===== src/rtl/opseq_pkg.sv =====
// Purpose : shared types and constants for the calculator operation sequencer.
// Latency : n/a (declarations only).
// Backpressure: n/a.
package opseq_pkg;

    // FSM state encoding; the numeric values are visible on state_o.
    typedef enum logic [2:0] {
        ST_IDLE   = 3'd0,
        ST_LOAD_A = 3'd1,
        ST_SEL_OP = 3'd2,
        ST_LOAD_B = 3'd3,
        ST_EXEC   = 3'd4,
        ST_SHOW   = 3'd5,
        ST_ERROR  = 3'd6
    } state_t;

    // Operator codes as presented to the ALU on op_code.
    typedef enum logic [2:0] {
        OP_ADD = 3'd0,
        OP_SUB = 3'd1,
        OP_MUL = 3'd2,
        OP_AND = 3'd3,
        OP_OR  = 3'd4,
        OP_XOR = 3'd5
    } op_code_t;

    // Display pattern in ERROR. Held wide so any legal DATA_W can take a
    // low slice of it.
    localparam int                    DISP_W_MAX = 64;
    localparam logic [DISP_W_MAX-1:0] ERR_DISP   = {DISP_W_MAX{1'b1}};

    // EXEC wait counter width; covers the full timeout range 1..255.
    localparam int WAIT_W = 8;

endpackage


===== src/rtl/op_select_counter.sv =====
// Purpose : operator-select counter, 0..NUM_OPS-1 with wrap.
// Latency : cnt updates on the clock edge where clr/adv are sampled.
// Backpressure: none; clr has priority over adv.
// Ports   : clock, rst (async, active-high), clr (sync clear), adv (step) -> cnt.
module op_select_counter
    import opseq_pkg::*;
#(
    parameter int NUM_OPS = 6
) (
    input  logic       clock,
    input  logic       rst,
    input  logic       clr,
    input  logic       adv,
    output logic [2:0] cnt
);

    localparam logic [2:0] CNT_LAST = 3'(NUM_OPS - 1);

    always_ff @(posedge clock or posedge rst) begin
        if (rst) begin
            cnt <= 3'd0;
        end else if (clr) begin
            cnt <= 3'd0;
        end else if (adv) begin
            cnt <= (cnt == CNT_LAST) ? 3'd0 : cnt + 3'd1;
        end
    end

endmodule


===== src/rtl/op_sequencer.sv =====
// Purpose : control FSM for the calculator: operand A, operator, operand B, ALU handshake, result.
// Latency : button edges act one cycle after the registered rising edge; key_valid/alu_done act on the sampling edge.
// Backpressure: none; waits up to EXEC_TIMEOUT cycles for alu_done, then ERROR until a clear edge.
//
// Ports:
//   clock, rst                     clock and async active-high reset
//   key_valid, key_data[3:0]       hex digit strobe and value
//   op_btn, eq_btn, clr_btn        debounced button levels (rising edge counts)
//   alu_done, alu_result           ALU completion strobe and result
//   alu_start                      one-cycle start pulse, first EXEC cycle only
//   op_code                        operator-select counter
//   opnd_a, opnd_b                 operand registers
//   disp_val                       display value selected by state
//   state_o, busy, error           state encoding, EXEC flag, ERROR flag
//
// Build option: define OPSEQ_CHAIN_EN so an op edge in SHOW loads the result
// into operand A and goes back to operator selection.
module op_sequencer
    import opseq_pkg::*;
#(
    parameter int DATA_W       = 8,
    parameter int NUM_OPS      = 6,
    parameter int EXEC_TIMEOUT = 15
) (
    input  logic              clock,
    input  logic              rst,
    input  logic              key_valid,
    input  logic [3:0]        key_data,
    input  logic              op_btn,
    input  logic              eq_btn,
    input  logic              clr_btn,
    input  logic              alu_done,
    input  logic [DATA_W-1:0] alu_result,
    output logic              alu_start,
    output logic [2:0]        op_code,
    output logic [DATA_W-1:0] opnd_a,
    output logic [DATA_W-1:0] opnd_b,
    output logic [DATA_W-1:0] disp_val,
    output logic [2:0]        state_o,
    output logic              busy,
    output logic              error
);

    localparam logic [WAIT_W-1:0] WAIT_LAST = WAIT_W'(EXEC_TIMEOUT - 1);

    state_t            state, state_nxt;
    logic [DATA_W-1:0] opnd_a_nxt, opnd_b_nxt;
    logic [DATA_W-1:0] result_q, result_nxt;
    logic [WAIT_W-1:0] wait_cnt, wait_nxt;
    logic              cnt_clr, cnt_adv;

    // Buttons pass through two flops; an edge is d1 high with d2 still low,
    // so it is acted on one cycle after the button is first sampled high.
    // Bit order: {clr, eq, op}.
    logic [2:0] btn_d1, btn_d2, btn_edge;
    logic       op_edge, eq_edge, clr_edge;

    always_ff @(posedge clock or posedge rst) begin
        if (rst) begin
            btn_d1 <= 3'b000;
            btn_d2 <= 3'b000;
        end else begin
            btn_d1 <= {clr_btn, eq_btn, op_btn};
            btn_d2 <= btn_d1;
        end
    end

    assign btn_edge = btn_d1 & ~btn_d2;
    assign op_edge  = btn_edge[0];
    assign eq_edge  = btn_edge[1];
    assign clr_edge = btn_edge[2];

    op_select_counter #(
        .NUM_OPS (NUM_OPS)
    ) u_op_cnt (
        .clock (clock),
        .rst   (rst),
        .clr   (cnt_clr),
        .adv   (cnt_adv),
        .cnt   (op_code)
    );

    always_ff @(posedge clock or posedge rst) begin
        if (rst) begin
            state    <= ST_IDLE;
            opnd_a   <= '0;
            opnd_b   <= '0;
            result_q <= '0;
            wait_cnt <= '0;
        end else begin
            state    <= state_nxt;
            opnd_a   <= opnd_a_nxt;
            opnd_b   <= opnd_b_nxt;
            result_q <= result_nxt;
            wait_cnt <= wait_nxt;
        end
    end

    // Next state and register updates. Within a state only the events that
    // state responds to are considered, highest priority first:
    // clr > eq > op > key_valid (alu_done/timeout in EXEC).
    always_comb begin
        state_nxt  = state;
        opnd_a_nxt = opnd_a;
        opnd_b_nxt = opnd_b;
        result_nxt = result_q;
        wait_nxt   = wait_cnt;
        cnt_clr    = 1'b0;
        cnt_adv    = 1'b0;

        if (clr_edge) begin
            state_nxt  = ST_IDLE;
            opnd_a_nxt = '0;
            opnd_b_nxt = '0;
            result_nxt = '0;
            wait_nxt   = '0;
            cnt_clr    = 1'b1;
        end else begin
            case (state)
                ST_IDLE: begin
                    if (key_valid) begin
                        opnd_a_nxt = {{(DATA_W-4){1'b0}}, key_data};
                        state_nxt  = ST_LOAD_A;
                    end
                end

                ST_LOAD_A: begin
                    if (op_edge) begin
                        cnt_clr   = 1'b1;
                        state_nxt = ST_SEL_OP;
                    end else if (key_valid) begin
                        opnd_a_nxt = {opnd_a[DATA_W-5:0], key_data};
                    end
                end

                ST_SEL_OP: begin
                    if (op_edge) begin
                        cnt_adv = 1'b1;
                    end else if (key_valid) begin
                        opnd_b_nxt = {{(DATA_W-4){1'b0}}, key_data};
                        state_nxt  = ST_LOAD_B;
                    end
                end

                ST_LOAD_B: begin
                    if (eq_edge) begin
                        wait_nxt  = '0;
                        state_nxt = ST_EXEC;
                    end else if (key_valid) begin
                        opnd_b_nxt = {opnd_b[DATA_W-5:0], key_data};
                    end
                end

                ST_EXEC: begin
                    // A done arriving in the last allowed cycle still wins.
                    if (alu_done) begin
                        result_nxt = alu_result;
                        state_nxt  = ST_SHOW;
                    end else if (wait_cnt == WAIT_LAST) begin
                        state_nxt = ST_ERROR;
                    end else begin
                        wait_nxt = wait_cnt + 1'b1;
                    end
                end

                ST_SHOW: begin
`ifdef OPSEQ_CHAIN_EN
                    if (op_edge) begin
                        opnd_a_nxt = result_q;
                        cnt_clr    = 1'b1;
                        state_nxt  = ST_SEL_OP;
                    end else
`endif
                    if (key_valid) begin
                        opnd_a_nxt = {{(DATA_W-4){1'b0}}, key_data};
                        state_nxt  = ST_LOAD_A;
                    end
                end

                ST_ERROR: begin
                    state_nxt = ST_ERROR;
                end

                default: begin
                    state_nxt = ST_IDLE;
                end
            endcase
        end
    end

    // wait_cnt is zeroed on entry to EXEC and steps every EXEC cycle, so it is
    // zero only in the first one; reset drops straight to IDLE, so an aborted
    // EXEC never pulses start again.
    assign alu_start = (state == ST_EXEC) && (wait_cnt == '0);

    always_comb begin
        disp_val = '0;
        case (state)
            ST_LOAD_A, ST_SEL_OP: disp_val = opnd_a;
            ST_LOAD_B, ST_EXEC:   disp_val = opnd_b;
            ST_SHOW:              disp_val = result_q;
            ST_ERROR:             disp_val = ERR_DISP[DATA_W-1:0];
            default:              disp_val = '0;
        endcase
    end

    assign state_o = state;
    assign busy    = (state == ST_EXEC);
    assign error   = (state == ST_ERROR);

endmodule


===== config.mk =====
export PLATFORM = sky130hd
export DESIGN_NAME = op_sequencer
export DESIGN_NICKNAME = d
export VERILOG_FILES = /design/src/rtl/opseq_pkg.sv /design/src/rtl/op_select_counter.sv /design/src/rtl/op_sequencer.sv
export SDC_FILE = /design/constraint.sdc
export NUM_CORES = 1
export LEC_CHECK = 0
export ABC_AREA = 0
export BUFFER_PORTS_ARGS = -buffer_cell sky130_fd_sc_hd__buf_4
export CORE_MARGIN = 5
export CORE_UTILIZATION = 31
export DETAILED_ROUTE_END_ITERATION = 16
export RECOVER_POWER = 25
export SLEW_MARGIN = 20
export SYNTH_ARGS = -nofsm -noshare
export SYNTH_HDL_FRONTEND = slang
export SYNTH_SLANG_ARGS = --single-unit
export TNS_END_PERCENT = 1

===== constraint.sdc =====
create_clock -name clock -period 1.75 [get_ports clock]
set_input_delay 0.0875 -clock clock [delete_from_list [all_inputs] [get_ports clock]]
set_output_delay 0.0875 -clock clock [all_outputs]
set_load 0.01 [all_outputs]

==> out/results.ini <==
[clock_network]
clockBufferDepth=2
cts-root-buf=clkbuf_8
clock_sinks=44
cts_buffers=5
cts_tree=done
clock_latency_ns=0.30
htreeDepth=2
cts.clk_slew.worst_paths_ns=0.09

[grt]
grt_pass1_wl_mm=11.4
grt_overflow_total=0
grt_max_degree=45
grt_pass1_vias=2227
grt_antenna_before_repair=0
track_usage_pct=14.2

[pwr]
p_per_area_nw_per_um2=1450
power_leakage_nw=1.60
ir_worst_vdd_mv=0.465

[die]
die-area_um2=9870
fp.dieH_um=99.4
rows=32
boundaryPins=52
start_util_pct=31.9
core-area_um2=7770
die_w_um=99.4

[synthesis]
synth_top_cell_area_share_pct=44.5
synth.avg_cell_area_um2=9.90
synth_area_leaders=dfrtp_1, mux2i_1, mux2_2
synth_area_um2=2480
synthFlopType=dfrtp_1
yosysUniqueCellTypes=47
synth_edf_count=0
seq_area_frac_synth_pct=44.5
yosysTopAreaCell=dfrtp_1
syn-instance-count=250
synth_nets=272
ys.warnings.count=0
synth-seq-cells=44
ys_async_sr_fraction_pct=100

[sta]
fin_skew_ns=0.00716
fin_tns_setup_ns=-0.395
timing.hold.ws_ns=0.00116
period_minus_slack_ns=1.85
rsz0062_at_grt=yes
period_share_pct=106
setup_ws_ns=-0.0976
worstMarginPinSlew_ns=1.15
max_freq_mhz=541
final_max_slew_viol_count=0
maxSlewHeadroom_pct=23.5
setup_viol=8
hold_viol_final=0

[routing]
routed_wl_mm=7.02
drc=0
vias=2227
drt_iter0_drc=99
first_pass_iters=4
final_antenna_net_count=0
vias_per_cell=4.97
wl_per_cell_um=15.7

[final_layout]
diodes=0
syn_to_final_growth_pct=43.8
nNetsFinal=367
drive_above_1_share_pct=39.3
postLayoutCoreUtil_pct=45.8
final_cell_mix=buf_4, dfrtp_1, a21oi_1
layout_commonest_cell=buf_4

[placed_design]
finalWeightedCongestion=0.894
io_buffer_count=51
pre_cts_ws_ns=-0.0798
hpwlAfterDp_mm=5.17

[worst_setup_path]
cpPeakStageDelay_ns=0.55
worst-path-max-fanout=2
critPathSlowestCell=or4_4
cp.required_ns=1.66
path_class=flip-flop to primary output
crit_path_end_kind=primary output
critPathArrivalTime_ns=1.76
critical_path_depth=4
rr_worst_depth=5
crit_buf_inv=2
crit_family=simple AND/OR/NAND/NOR gates
path_cells=or4_4 > buf_6 > nor4_4 > buf_4
start_kind=flip-flop

[worst_hold_path]
worstHoldPathType=input pin to flip-flop
hold_depth=2

[job]
maxCapViolCount=0

[status]
status=complete, but fails checks
violations=negative setup slack

==> cell type report <==
| cell class | instances | area (um2) |
|---|---|---|
| Inverter | 14 | 53.8 |
| Clock inverter | 2 | 38.8 |
| Tap cell | 102 | 128 |
| Clock buffer | 6 | 82.6 |
| Multi-Input combinational cell | 179 | 1330 |
| Timing Repair Buffer | 101 | 827 |
| Fill cell | 761 | 4210 |
| Sequential cell | 44 | 1100 |
==> flip-flops by register name, summed over array words and instances, names as in the netlist <==
name and count:
opnd_a 8, result_q 8, wait_cnt 8, btn_d2 3
u_op_cnt.cnt 3, opnd_b 8, btn_d1 3, state_o 3
==> cells in the mapped netlist (5+ instances only) <==
library cell  number
mux2_2            11
a21oi_1           23
mux2i_1           17
o21ai_0            5
nand3_1           10
nand2_1           18
nor4_1             5
clkbuf_1           6
dfrtp_1           44
nand2b_1           5
inv_1             13
a211oi_1           9
nor2_1            21
a22o_1             8
o22a_1             5
nor3_1             5
==> path summary, 6_finish.rpt <==
check	start	to	slack [ns]
setup / recovery	wait_cnt[6]$_DFFE_PP0P_	alu_start	-0.1
hold / removal	alu_result[3]	result_q[3]$_DFFE_PP0P_	0.001
setup reg to reg	wait_cnt[6]$_DFFE_PP0P_	wait_cnt[6]$_DFFE_PP0P_	-0.09
hold reg to reg	btn_d1[1]$_DFF_PP0_	btn_d2[1]$_DFF_PP0_	0.38
max in group asynchronous	rst	state_o[1]$_DFFE_PP0P_	0.28
min in group asynchronous	rst	wait_cnt[4]$_DFFE_PP0P_	0.70
==> power breakdown <==
part | internal (W) | switching (W) | leakage [nW]
Clock | 0.000467 | 0.000373 | 0.0614
Sequential | 0.00123 | 0.000255 | 0.576
Combinational | 0.00146 | 0.00137 | 0.964
==> per-stage QoR <==
stage / total power, W / cells / instance area [um2]
after floorplan: 0.00288 / 250 / 2480
after global placement: 0.00409 / 432 / 3240
after detailed placement: 0.00412 / 432 / 3240
after CTS: 0.00514 / 448 / 3530
after global routing: 0.00546 / 448 / 3560
final: 0.00515 / 448 / 3560
==> routing by layer <==
layer / global-route usage [%] / share of wire [%]
met5: 0 / 0
met1: 20.2 / 47
met4: 4.10 / 1.1
met3: 2.52 / 3.5
met2: 22.3 / 48
==> cell families after synthesis <==
| family | after synthesis | synth area share [%] |
|---|---|---|
| flops | 44 | 44.5 |
| simple gates | 83 | 18.1 |
| mux | 28 | 11.9 |
| xor+xnor | 1 | 0.354 |
| buf+inv | 27 | 5.00 |
| fa+ha+maj | 3 | 1.52 |
| compound gates | 64 | 18.7 |
==> timing repair <==
action                     in CTS  in global routing
setup buffers                   0                  0
gates resized for setup        20                  9
hold endpoints to repair       51                  0
hold buffers                    8                  0
setup endpoints to repair      24                 32
pin swaps                       6                  6
Power figures use the tool's default switching activity.
